### src/rtl/tree_plru_pkg.sv
`default_nettype none
// ============================================================================
// Module      : tree_plru_pkg
// Description : Shared types and helpers for the tree pseudo-LRU controller.
//               The node vector type is sized for the largest tree (16 ways,
//               15 nodes). Narrower trees use only the low plru_nodes() bits.
// Revision    : 1.0 - initial release
// ============================================================================
package tree_plru_pkg;

  localparam int PLRU_MAX_NODES = 15;
  localparam int PLRU_MAX_WAY_WTH = 4;

  typedef logic [PLRU_MAX_NODES-1:0] plru_state_t;

  typedef enum logic [0:0] {
    ST_IDLE  = 1'b0,
    ST_FLUSH = 1'b1
  } flush_state_t;

  // Number of tree nodes for a tree with 2**way_wth leaves.
  function automatic int plru_nodes(input int way_wth);
    return (1 << way_wth) - 1;
  endfunction

  // Mark a way most-recently-used: every node on its root-to-leaf path is
  // set to point at the opposite subtree. Node n lives at bit n-1.
  function automatic plru_state_t plru_touch(input plru_state_t bits,
                                             input logic [PLRU_MAX_WAY_WTH-1:0] way,
                                             input int way_wth);
    plru_state_t res;
    int          node;
    logic        dir;
    res  = bits;
    node = 1;
    for (int lvl = 0; lvl < PLRU_MAX_WAY_WTH; lvl++) begin
      if (lvl < way_wth) begin
        dir           = way[way_wth-1-lvl];
        res[node-1]   = ~dir;
        node          = 2 * node + (dir ? 1 : 0);
      end
    end
    return res;
  endfunction

endpackage
`default_nettype wire

### src/rtl/tree_plru_victim_sel.sv
`default_nettype none
// ============================================================================
// Module      : plru_victim_sel
// Description : Combinational victim choice for one set. An invalid unlocked
//               way wins outright; otherwise the tree is walked from the root,
//               steering away from any subtree whose ways are all locked.
// Revision    : 1.0 - initial release
// ============================================================================
module plru_victim_sel #(
  parameter int WAY_WTH = 2
) (
  input  logic [(1<<WAY_WTH)-2:0] tree,
  input  logic [(1<<WAY_WTH)-1:0] valid_mask,
  input  logic [(1<<WAY_WTH)-1:0] lock_mask,
  output logic [WAY_WTH-1:0]      way,
  output logic                    err
);

  localparam int WAYS = 1 << WAY_WTH;

  // Priority: all-locked error, then lowest free invalid way, then tree walk.
  always_comb begin : b_select
    int   node;
    int   prefix;
    logic found;
    logic left_free;
    logic right_free;
    logic dir;
    way        = '0;
    err        = 1'b0;
    found      = 1'b0;
    node       = 1;
    prefix     = 0;
    left_free  = 1'b0;
    right_free = 1'b0;
    dir        = 1'b0;
    if (&lock_mask) begin
      err = 1'b1;
    end else begin
      // Descending scan so the lowest matching way is the one kept.
      for (int w = WAYS - 1; w >= 0; w--) begin
        if (!valid_mask[w] && !lock_mask[w]) begin
          way   = WAY_WTH'(w);
          found = 1'b1;
        end
      end
      if (!found) begin
        for (int lvl = 0; lvl < WAY_WTH; lvl++) begin
          left_free  = 1'b0;
          right_free = 1'b0;
          // A way belongs to a child subtree when its top lvl+1 bits match.
          for (int w = 0; w < WAYS; w++) begin
            if (!lock_mask[w]) begin
              if ((w >> (WAY_WTH - 1 - lvl)) == 2 * prefix)
                left_free = 1'b1;
              else if ((w >> (WAY_WTH - 1 - lvl)) == 2 * prefix + 1)
                right_free = 1'b1;
            end
          end
          dir = tree[node-1];
          if (!dir && !left_free)
            dir = 1'b1;
          else if (dir && !right_free)
            dir = 1'b0;
          prefix = 2 * prefix + (dir ? 1 : 0);
          node   = 2 * node + (dir ? 1 : 0);
        end
        way = WAY_WTH'(prefix);
      end
    end
  end

endmodule
`default_nettype wire

### src/rtl/tree_plru.sv
`default_nettype none
// ============================================================================
// Module      : tree_plru
// Description : Tree pseudo-LRU replacement controller for a set-associative
//               cache. Holds one node vector per set in flops, applies MRU
//               touches, answers victim requests one cycle later (with a
//               same-cycle touch bypass) and sweeps all sets clear on flush.
// Revision    : 1.0 - initial release
// ============================================================================
module tree_plru
  import tree_plru_pkg::*;
#(
  parameter int INDEX_WTH = 3,
  parameter int LINE_NUM  = 8,
  parameter int WAY_WTH   = 2
) (
  input  logic                      clk_i,
  input  logic                      rst_i,
  input  logic                      srst_lru_i,
  output logic                      busy_o,
  input  logic                      update_lru_i,
  input  logic [INDEX_WTH-1:0]      windex_i,
  input  logic [WAY_WTH-1:0]        cur_way_i,
  input  logic                      rd_vld_i,
  input  logic [INDEX_WTH-1:0]      rindex_i,
  input  logic [(1<<WAY_WTH)-1:0]   valid_mask_i,
  input  logic [(1<<WAY_WTH)-1:0]   lock_mask_i,
  output logic                      vtm_vld_o,
  output logic [WAY_WTH-1:0]        vtm_way_o,
  output logic                      vtm_err_o
);

  localparam int                   NODES    = plru_nodes(WAY_WTH);
  localparam logic [INDEX_WTH:0]   LINE_LIM = LINE_NUM[INDEX_WTH:0];
  localparam logic [INDEX_WTH-1:0] CNT_LAST = INDEX_WTH'(LINE_NUM - 1);

  flush_state_t         state;
  flush_state_t         state_nxt;
  logic [INDEX_WTH-1:0] cnt;
  logic [INDEX_WTH-1:0] cnt_nxt;

  logic [NODES-1:0]     tree [LINE_NUM];

  logic                 idle;
  logic                 wr_in_range;
  logic                 rd_in_range;
  logic                 upd_take;
  logic                 rd_take;
  logic [NODES-1:0]     wr_cur;
  logic [NODES-1:0]     wr_new;
  logic [NODES-1:0]     rd_cur;
  logic [NODES-1:0]     rd_tree;
  logic [WAY_WTH-1:0]   sel_way;
  logic                 sel_err;

  assign idle        = (state == ST_IDLE);
  assign busy_o      = (state == ST_FLUSH);
  assign wr_in_range = ({1'b0, windex_i} < LINE_LIM);
  assign rd_in_range = ({1'b0, rindex_i} < LINE_LIM);

  // A flush request in the same cycle beats a touch.
  assign upd_take = update_lru_i && wr_in_range && idle && !srst_lru_i;
  assign rd_take  = rd_vld_i && idle;

  assign wr_cur = wr_in_range ? tree[windex_i] : '0;
  assign wr_new = NODES'(plru_touch(plru_state_t'(wr_cur),
                                    PLRU_MAX_WAY_WTH'(cur_way_i), WAY_WTH));

  // Same-set touch in the same cycle is forwarded into the victim walk.
  assign rd_cur  = rd_in_range ? tree[rindex_i] : '0;
  assign rd_tree = (upd_take && (windex_i == rindex_i)) ? wr_new : rd_cur;

  plru_victim_sel #(
    .WAY_WTH (WAY_WTH)
  ) u_victim_sel (
    .tree       (rd_tree),
    .valid_mask (valid_mask_i),
    .lock_mask  (lock_mask_i),
    .way        (sel_way),
    .err        (sel_err)
  );

  // Flush state and sweep counter register.
  always_ff @(posedge clk_i or posedge rst_i) begin
    if (rst_i) begin
      state <= ST_IDLE;
      cnt   <= '0;
    end else begin
      state <= state_nxt;
      cnt   <= cnt_nxt;
    end
  end

  // Flush sequencing: a new request always restarts the sweep at set 0.
  always_comb begin
    state_nxt = state;
    cnt_nxt   = cnt;
    case (state)
      ST_IDLE: begin
        if (srst_lru_i) begin
          state_nxt = ST_FLUSH;
          cnt_nxt   = '0;
        end
      end
      ST_FLUSH: begin
        if (srst_lru_i) begin
          cnt_nxt = '0;
        end else if (cnt == CNT_LAST) begin
          state_nxt = ST_IDLE;
          cnt_nxt   = '0;
        end else begin
          cnt_nxt = cnt + 1'b1;
        end
      end
      default: begin
        state_nxt = ST_IDLE;
        cnt_nxt   = '0;
      end
    endcase
  end

  // Per-set tree storage: flush clears the swept set, otherwise apply touches.
  always_ff @(posedge clk_i or posedge rst_i) begin
    if (rst_i) begin
      for (int i = 0; i < LINE_NUM; i++)
        tree[i] <= '0;
    end else begin
      for (int i = 0; i < LINE_NUM; i++) begin
        if (!idle && (cnt == INDEX_WTH'(i)))
          tree[i] <= '0;
        else if (upd_take && (windex_i == INDEX_WTH'(i)))
          tree[i] <= wr_new;
      end
    end
  end

  // Victim response registers; out-of-range sets answer way 0 without error.
  always_ff @(posedge clk_i or posedge rst_i) begin
    if (rst_i) begin
      vtm_vld_o <= 1'b0;
      vtm_way_o <= '0;
      vtm_err_o <= 1'b0;
    end else begin
      vtm_vld_o <= rd_take;
      if (rd_take) begin
        if (rd_in_range) begin
          vtm_way_o <= sel_way;
          vtm_err_o <= sel_err;
        end else begin
          vtm_way_o <= '0;
          vtm_err_o <= 1'b0;
        end
      end
    end
  end

endmodule
`default_nettype wire

### config.mk
export PLATFORM = sky130hd
export DESIGN_NAME = tree_plru
export DESIGN_NICKNAME = d
export VERILOG_FILES = /design/src/rtl/tree_plru_pkg.sv /design/src/rtl/tree_plru_victim_sel.sv /design/src/rtl/tree_plru.sv
export SDC_FILE = /design/constraint.sdc
export NUM_CORES = 1
export LEC_CHECK = 0
export ABC_AREA = 0
export CAP_MARGIN = 40
export CORE_AREA = 2 2 98 72
export CTS_CLUSTER_DIAMETER = 100
export CTS_CLUSTER_SIZE = 30
export DETAILED_ROUTE_END_ITERATION = 16
export DIE_AREA = 0 0 100 74
export GPL_TIMING_DRIVEN = 0
export SYNTH_ARGS = -nofsm -noshare
export SYNTH_HDL_FRONTEND = slang
export SYNTH_SLANG_ARGS = --single-unit
### constraint.sdc
create_clock -name clk_i -period 1.95 [get_ports clk_i]
set_input_delay 0.585 -clock clk_i [delete_from_list [all_inputs] [get_ports clk_i]]
set_output_delay 0.585 -clock clk_i [all_outputs]
set_load 0.01 [all_outputs]
After elaboration in Yosys (flattened, before gate mapping):

Cells that the tools add are included.

* add/subtract/negate cells: 7
* order comparisons: 5
* equality and inequality tests: 20
* mux-type cells: 86
* bitwise logic cells: 5
* reduce and logical (&&, ||, !) cells: 57

Operators with widths (number)
* two-way mux 3 bit: 24
* == test 3 x 32 -> 1 bit (first input constant): 2
* zero test 32 bit: 2
* two-way mux 1 bit: 49
* adder 3 x 32 -> 32 bit (first input constant): 1
* adder 32 x 2 -> 32 bit (second input constant): 1
* == test 2 x 32 -> 1 bit (first input constant): 1
* < comparator 32 x 4 -> 1 bit (second input constant): 1
* subtractor 32 x 2 -> 32 bit (second input constant): 1
* == test 2 x 31 -> 1 bit (first input constant): 1
* logical AND 1 bit: 29
* == test 3 bit (second input constant): 8
* binary-select mux 3 bit (select 3 bit): 2
* nonzero test 2 bit: 8
* bitwise mux 15 bit: 1
* zero test 1 bit: 15
* == test 3 x 2 -> 1 bit (second input constant): 4
* two-way mux 2 bit: 6
* >= comparator 4 bit (second input constant): 2
* NOT 3 -> 4 bit: 2
* == test 3 x 1 -> 1 bit (second input constant): 2
* zero test 3 bit: 2
* < comparator 4 x 6 -> 1 bit (second input constant): 1
* one-hot mux 3 bit (2 select lines): 1
* 12 further kinds: 14

* bits in registers: 32
* input port bits: 21

Depth between registers and ports, before layout:

Gate-level depths: netlist of the first run.

* word-level depth: 40
* mapped depth: 8

Hierarchy:

A second synthesis of the first run with hierarchy kept.

* cell total of the unflattened synthesis: 213
* area, all modules: 2065.7 um^2

By module, submodules not included
* tree_plru: times used 1, cells each 196, area an instance 1950.6 um^2, sequential area each 800.8 um^2
* plru_victim_sel: times used 1, cells each 17, area an instance 115.1 um^2, sequential area each 0.0 um^2

Worst setup path after synthesis of the first run:

Ideal clock, no wire load.

* path type: input port to flip-flop
* start point: in windex_i[1]
* end point: reg vtm_way_o[0]
* setup time: 94 ps
* arrival time: 2359 ps
* required time: 1856 ps
* slack: -503 ps
* cell stages on the path: 8
* path buffers: 2
* path through: buf_6 buf_12 mux2i_1 mux4_2 mux2_4 mux2_2 o21a_1 a221oi_2

* cells in the longest elaborated chain, start to end: 33
* elaborated cells on any way between the ends: 59
* those cells by class: add/sub: 4; eq/ne: 5; mux: 38; bitwise: 1; reduce/logical: 11

Ends and longest elaborated chain
* start, declared: line tree_plru.sv:22 `input logic [INDEX_WTH-1:0] windex_i,`
* == test 3 bit: line tree_plru.sv:71 `assign rd_tree = (upd_take && (windex_i == rindex_i)) ? wr_new : rd_cur;`
* logical AND 1 bit: line tree_plru.sv:71
* two-way mux 3 bit *: line tree_plru.sv:71
* logical AND 1 bit / zero test 1 bit (equally long branches): line tree_plru_victim_sel.sv:63, tree_plru_victim_sel.sv:61
* two-way mux 1 bit / logical AND 1 bit (equally long branches): line tree_plru_victim_sel.sv:63, tree_plru_victim_sel.sv:61
* two-way mux 1 bit: line tree_plru_victim_sel.sv:61 `if (!dir && !left_free)`
* two-way mux 1 bit: line tree_plru_victim_sel.sv:47 `if (!found) begin`
* two-way mux 1 bit: line tree_plru_victim_sel.sv:37 `if (&lock_mask) begin`
* [17 not listed]
* two-way mux 1 bit: line tree_plru_victim_sel.sv:63 `else if (dir && !right_free)`
* two-way mux 1 bit *: line tree_plru_victim_sel.sv:61
* two-way mux 1 bit *: line tree_plru_victim_sel.sv:47
* two-way mux 1 bit *: line tree_plru_victim_sel.sv:37
* two-way mux 1 bit *: line tree_plru_victim_sel.sv:65 `prefix = 2 * prefix + (dir ? 1 : 0);`
* adder 2 bit *: line tree_plru_victim_sel.sv:65
* two-way mux 2 bit *: line tree_plru_victim_sel.sv:47
* two-way mux 2 bit *: line tree_plru_victim_sel.sv:37
* end signal, assigned: line tree_plru.sv:147 `vtm_way_o <= sel_way;`
* end, declared: line tree_plru.sv:29 `output logic [WAY_WTH-1:0] vtm_way_o,`

Mark *: on every way between the ends. The rest lies on a longest branch, timed or not. The select of a mux whose other input is x is not followed.
A chain may end at the register's enable or synchronous reset.

Worst setup path in the final report of the first run:

Same ends and word-level chain as after synthesis.

==> results of run 1 <==
[registers in the layout, summed over array words and instances, names as in the netlist]
register,count
tree,24
busy_o,1
vtm_err_o,1
cnt,3
vtm_vld_o,1
vtm_way_o,2
[synthesized netlist by cell type, drive strengths merged (3+ instances only)]
cell type	count	area (µm²)
nand3	30	150
mux2	5	60.1
clkbuf	4	15.0
o21ai	25	125
mux4	6	135
inv	5	18.8
xnor2	3	26.3
nand2b	3	18.8
nand2	17	63.8
dfrtp	32	801
buf	3	36.3
mux2i	19	190
nor2	6	22.5
nor2b	4	25.0
ha	6	75.1
[worst max-delay path by stage]
stage | end | slack (ps) | start
CTS | vtm_way_o[0] | -250 | windex_i[1]
detailed placement | vtm_way_o[0] | -1000 | srst_lru_i
finish | vtm_way_o[0] | -240 | windex_i[1]
global route | vtm_way_o[0] | -290 | windex_i[1]
floorplan | vtm_way_o[0] | -490 | windex_i[1]
global placement | vtm_way_o[0] | -1000 | srst_lru_i
[worst max-delay path, stage by stage]
cell and delay, ps:
buf_12 110, buf_12 130, mux2i_1 120, mux4_2 460, mux2_4 280, mux2_4 280
o21a_1 180, a221oi_2 250
[power breakdown]
part	internal, W	leakage, nW	switching, W
Sequential	0.000679	0.438	0.0000127
Clock	0.000314	0.0503	0.000245
Combinational	0.000119	0.595	0.000117
[repair_timing]
| item | 4_1_cts | 5_1_grt |
|---|---|---|
| pin swaps | 5 | 4 |
| gates resized for setup | 17 | 4 |
| endpoints found under the setup margin | 26 | 2 |
| buffers inserted | 9 | 2 |
[cell type report]
cell class | count | area (µm²) | share of cell area (%)
Tap cell | 81 | 101 | 4.10
Clock buffer | 7 | 96.3 | 3.90
Timing Repair Buffer | 33 | 310 | 12.6
Multi-Input combinational cell | 142 | 1050 | 42.6
Inverter | 5 | 18.8 | 0.760
Sequential cell | 32 | 802 | 32.5
Buffer | 7 | 88.8 | 3.60
[routing by layer]
layer,routed length (µm),share of wire (%),up-vias,GRT usage (%)
met5,0,0,-,0
met1,2410,49,719,20.4
met4,53,1.1,0,5.02
li1,-,-,753,-
met2,2080,43,49,21.2
met3,330,6.8,7,3.95
[cells by family (layout without fill, tap and decap cells)]
| group | Yosys count | in the layout | synth area share (%) |
|---|---|---|---|
| xor gates and xnor gates | 3 | 3 | 1.39 |
| and+or+nand+nor | 67 | 67 | 17.1 |
| adders and majority gates | 6 | 6 | 3.97 |
| AOI/OAI and AO/OA | 36 | 36 | 11.1 |
| buffers and inverters | 12 | 52 | 3.70 |
| DFF | 32 | 32 | 42.3 |
| muxes | 30 | 30 | 20.4 |
[metrics by stage]
stage               util, %  std cells  total power [W]  TNS (ps)  hold slack (ps)
floorplan                 -        186         0.000827      -517              463
global placement       34.4        288         0.000913    -16290              467
detailed placement     34.6        289         0.000918    -12000              474
CTS                    37.8        305          0.00149      -250              488
global route           38.0        307          0.00156      -425              516
finish                 38.0        307          0.00149      -252              483
==> results.md, run 1 <==
- Status: finished, violations left
- Violated checks: setup timing
- Worst Hold Depth: 1
- Final hold viol count: 0
- Layout cells sized above 1: 19.5%
- Number of global-route vias before repair: 1,516
- Iteration-0 DRC Markers: 93
- Initial core utilization: 29.1%
- Num CTS Buffers: 5
- Worst Max-Slew Pin Slew: 751 ps
- R2R Path Start: tree[2]
- Worst path arrival time: 2380 ps
- Clock net sink count: 32
- Die W: 100 µm
- # H-tree levels: 2
- Number of fill cells: 650
- Crit. End Element: flip-flop
- # setup viols final: 2
- WP data required: 2140 ps
- Routed Antenna Nets: 0
- Slew headroom: 49.9%
- Core Region: 6510 µm²
- Hold WC Path Type: flip-flop to flip-flop
- Worst setup SP type: primary input
- Reg clk slew, reported paths: 60 ps
- RSZ-0062 raised after global routing: yes
- Clk buf depth: 2
- Main synth FF type: dfrtp_1
- Cts hold-fix bufs: 0
- Tot GR Track Use: 14.3%
- Fin crit share: 112%
- Commonest cells after routing, fill and taps aside: 31 x dfrtp_1, 30 x nand3_1, 25 x o21ai_0
- Die outline height: 74 µm
- Remaining Overflow, GRT: 0
- Global-route wire length before repair: 7900 µm
- Site Rows: 25
- #FFs+latches synth: 32
- Die footprint: 7400 µm²
- Final net count: 253
- Post-Syn Area per Cell: 10.2 µm²
- Final wirelength: 4870 µm
- Register area share after synthesis: 42.3%
- Post-DP HPWL: 3580 µm
- Post-Layout Inst Area: 2470 µm²
- Setup WS post-layout: -236 ps
- Place WS: -1000 ps
- Antenna diode count: 0
- Clock skew: 7.75 ps
- I/O pin total: 26
- Unique cell type count in the Yosys netlist: 30
- DRT Pass-1 Iters: 4
- Largest net degree at the start of global routing: 20
- DR DRC count: 0
- Hold_sp: vtm_way_o[1]
- Antenna violations before repair: 0
- Static leakage: 1.08 nW
- Peak supply drop: 212 µV
- Fin. max-slew vios: 0
- PwrDens: 602 nW/µm²
- Reg-to-reg slack, setup: -90 ps
- Worst r2r dst: vtm_way_o[0]
- Vias/cell: 4.98
- WL per Instance: 15.9 µm
- FF-to-FF path depth: 6
- Routed vias: 1,528
- Post-synth net total: 213
- Commonest non-fill, non-tap cell in the layout: dfrtp_1
- Area post-placement: 2250 µm²
- Final min period: 2190 ps
- Critical path class: primary input to flip-flop
- CP Max Fanout: 7
- Max Freq: 0.457 GHz
- CTS tree: done
- Placer Congestion: 0.831
- Clk root buf: clkbuf_8
- Worst skew pair latency: 290 ps
- Cells after Synth: 186
- Max cap viols: 0
- Hold EP: vtm_way_o[1]
- Asr flop ratio synth: 100%
- Mapped cell area: 1890 µm²
- Synth-to-layout area growth: 30.6%
- IO buf count: 21
- EDFF count, synth: 0
- YS warnings: 0
Power figures use the tool's default switching activity.
==> inputs of run 2 (changes only) <==
--- a/config.mk
+++ b/config.mk
@@ -7,12 +7,15 @@
 export LEC_CHECK = 0
 export ABC_AREA = 0
 export CAP_MARGIN = 40
+export CELL_PAD_IN_SITES_DETAIL_PLACEMENT = 1
+export CELL_PAD_IN_SITES_GLOBAL_PLACEMENT = 1
 export CORE_AREA = 2 2 98 72
 export CTS_CLUSTER_DIAMETER = 100
 export CTS_CLUSTER_SIZE = 30
 export DETAILED_ROUTE_END_ITERATION = 16
 export DIE_AREA = 0 0 100 74
 export GPL_TIMING_DRIVEN = 0
+export PLACE_DENSITY_LB_ADDON = 0.1
 export SYNTH_ARGS = -nofsm -noshare
 export SYNTH_HDL_FRONTEND = slang
 export SYNTH_SLANG_ARGS = --single-unit
==> run 2 against run 1 <==
The run still ends with setup timing left. Utilization grew 0.77 points. Register-to-register slack got worse by 60 ps. Clock-buffer cell count fell by 2. Hold slack improved by 4.0 ps.
==> results.md, run 2 (synthesis gave the netlist of run 1 again) <==
- Max cap viols: 0 (unchanged)
- Critical Path Stages: 8 (unchanged)
- Site Rows: 25 (unchanged)
- Antenna violations before repair: 0 (unchanged)
- Gate power share: 15.8% (was 15.9%)
- Number of fill cells: 719 (was 650)
- Slew headroom: 55.9% (was 49.9%)
- Hold EP: vtm_way_o[1] (unchanged)
- Final hold viol count: 0 (unchanged)
- Worst setup SP type: primary input (unchanged)
- Slowest stage delay, CP: 470 ps (was 460 ps)
- # H-tree levels: 2 (unchanged)
- PwrDens: 633 nW/µm² (was 602 nW/µm²)
- Clock net sink count: 32 (unchanged)
- Layout cells sized above 1: 21.8% (was 19.5%)
- NetSw: 0.000411 W (was 0.000375 W)
- Met1 Resource Use GR: 25.1% (was 20.4%)
- # setup viols final: 2 (unchanged)
- Core Region: 6510 µm² (unchanged)
- Remaining Overflow, GRT: 0 (unchanged)
- Max Freq: 0.442 GHz (was 0.457 GHz)
- Setup WS post-layout: -314 ps (was -236 ps)
- Final net count: 255 (was 253)
- Setup TNS: -423 ps (was -252 ps)
- Largest net degree at the start of global routing: 20 (unchanged)
- Clock skew: 9.25 ps (was 7.75 ps)
- Iteration-0 DRC Markers: 90 (was 93)
- Synth-to-layout area growth: 33.2% (was 30.6%)
- Violated checks: setup timing (unchanged)
- Clk buf depth: 2 (unchanged)
- Number of global-route vias before repair: 1,659 (was 1,516)
- Die outline height: 74 µm (unchanged)
- WL per Instance: 18.6 µm (was 15.9 µm)
- Worst Max-Slew Pin Slew: 661 ps (was 751 ps)
- Routed Antenna Nets: 0 (unchanged)
- Cts hold-fix bufs: 0 (unchanged)
- Met2 usage: 25.8% (was 21.2%)
- Die footprint: 7400 µm² (unchanged)
- Final wirelength: 5760 µm (was 4870 µm)
- Worst r2r dst: vtm_way_o[0] (unchanged)
- Final min period: 2260 ps (was 2190 ps)
- Hold WC Path Type: flip-flop to flip-flop (unchanged)
- IO buf count: 21 (unchanged)
- Reg-to-reg slack, setup: -150 ps (was -90 ps)
- Crit path cell chain: buf_12 > buf_12 > mux2i_2 > mux4_2 > mux2_4 > mux2_4 > o21a_1 > a221oi_2 (was buf_12 > buf_12 > mux2i_1 > mux4_2 > mux2_4 > mux2_4 > o21a_1 > a221oi_2)
- WP data required: 2160 ps (was 2140 ps)
- R2R Path Start: tree[2] (unchanged)
- Area post-placement: 2260 µm² (was 2250 µm²)
- Routed vias: 1,581 (was 1,528)
- Largest register FFs: 24 (unchanged)
- Cell Int Power: 0.00118 W (was 0.00111 W)
- Switching Fraction: 25.8% (was 25.2%)
- Largest reg by FF count: tree (unchanged)
- Clk root buf: clkbuf_8 (unchanged)
- Antenna diode count: 0 (unchanged)
- Reg clk slew, reported paths: 80 ps (was 60 ps)
- Die W: 100 µm (unchanged)
- Grt peak-use layer: met2 (unchanged)
- Worst path arrival time: 2470 ps (was 2380 ps)
- Storage cell area: 802 µm² (unchanged)
- I/O pin total: 26 (unchanged)
- FF-to-FF path depth: 6 (unchanged)
- Num CTS Buffers: 5 (unchanged)
- Vias/cell: 5.10 (was 4.98)
- Fin util: 38.7% (was 38.0%)
- RSZ-0062 raised after global routing: yes (unchanged)
- Top delay family on crit path: multiplexers (unchanged)
- DRT Pass-1 Iters: 4 (unchanged)
- Worst Hold Depth: 1 (unchanged)
- Clock power frac: 40.8% (was 37.6%)
- Static leakage: 1.10 nW (was 1.08 nW)
- Initial core utilization: 29.1% (unchanged)
- Commonest non-fill, non-tap cell in the layout: dfrtp_1 (unchanged)
- Area taken by multi-input logic gates: 1060 µm² (was 1050 µm²)
- Commonest cells after routing, fill and taps aside: 31 x dfrtp_1, 29 x nand3_1, 23 x o21ai_0 (was 31 x dfrtp_1, 30 x nand3_1, 25 x o21ai_0)
- Crit. End Element: flip-flop (unchanged)
- Worst skew pair latency: 300 ps (was 290 ps)
- CP max stage cell: mux4_2 (unchanged)
- CP Max Fanout: 7 (unchanged)
- Fin. max-slew vios: 0 (unchanged)
- Critical path class: primary input to flip-flop (unchanged)
- Post-Layout Inst Area: 2520 µm² (was 2470 µm²)
- DR DRC count: 0 (unchanged)
- Tot GR Track Use: 17.1% (was 14.3%)
- Top Registers: tree: 24 flops, cnt: 3 flops, vtm_way_o: 2 flops (unchanged)
- Hold_sp: vtm_way_o[1] (unchanged)
- Fin crit share: 116% (was 112%)
- Post-DP HPWL: 4420 µm (was 3580 µm)
- Status: finished, violations left (unchanged)
- GR Util met3: 3.38% (was 3.95%)
- Reg power frac: 43.4% (was 46.5%)
- Worst path buffer plus inverter count: 2 (unchanged)
- CTS tree: done (unchanged)
- Placer Congestion: 0.870 (was 0.831)
- Total power: 0.00159 W (was 0.00149 W)
- Global-route wire length before repair: 9310 µm (was 7900 µm)
- Peak supply drop: 255 µV (was 212 µV)
-- run 2: cell count changes in the layout (fill, tap and decap cells not counted), sizes merged --
cell      before  now
clkinvlp       0    1
clkbuf        12   11
buf           16   17
clkinv         0    1
bufinv         0    1
-- run 2: area by class of cell --
cell class	instances	area share, %
Timing Repair Buffer	35	13.2
Buffer	7	3.53
Inverter	5	0.745
Clock inverter	3	1.69
Multi-Input combinational cell	142	42.3
Tap cell	81	4.02
Clock buffer	5	2.73
Sequential cell	32	31.8
-- run 2: worst reg2reg max path, stage by stage (launching register included) --
cell and delay (ps):
dfrtp_1 400, mux2i_1 120, mux4_2 490, mux2_4 310, mux2_2 290, o21ba_1 180, a221oi_2 220
-- run 2: what timing repair did --
item	CTS	global route
pin swaps	4	6
buffers inserted	6	7
gates cloned	0	0
resized for setup	16	10
setup endpoints to repair	26	12
-- run 2: routing by layer --
metal / part of all wire, % / up-vias / wire length, µm
met5: 0 / - / 0
met3: 4.4 / 8 / 252
li1: - / 756 / -
met2: 43 / 28 / 2490
met4: 1.2 / 0 / 67
met1: 51 / 789 / 2950
-- run 2: worst max-delay path by stage --
stage | startpoint | end | slack (ps)
floorplan | windex_i[1] | vtm_way_o[0] | -490
finish | windex_i[1] | vtm_way_o[0] | -310
CTS | windex_i[1] | vtm_way_o[0] | -340
global placement | windex_i[2] | vtm_way_o[0] | -960
global route | windex_i[1] | vtm_way_o[0] | -360
detailed placement | srst_lru_i | vtm_way_o[0] | -990
-- run 2: stage by stage --
| step | hold slack, ps | setup slack (ps) | cells |
|---|---|---|---|
| after floorplan | 463 | -492 | 186 |
| final | 487 | -314 | 310 |
| after global routing | 523 | -364 | 310 |
| after detailed placement | 473 | -992 | 289 |
| after CTS | 490 | -343 | 303 |
| after global placement | 464 | -959 | 288 |
-- run 2: power by group through the flow --
| stage | logic [W] | clock network, W | registers (W) |
|---|---|---|---|
| 4_1_cts | 0.000241 | 0.000668 | 0.000692 |
| 2_1_floorplan | 0.000124 | 0 | 0.000703 |
| 3_3_place_gp | 0.000211 | 0 | 0.000703 |
| 3_5_place_dp | 0.000226 | 0 | 0.000705 |
| 5_1_grt | 0.000276 | 0.000702 | 0.000694 |
| 6_report | 0.000252 | 0.000650 | 0.000692 |
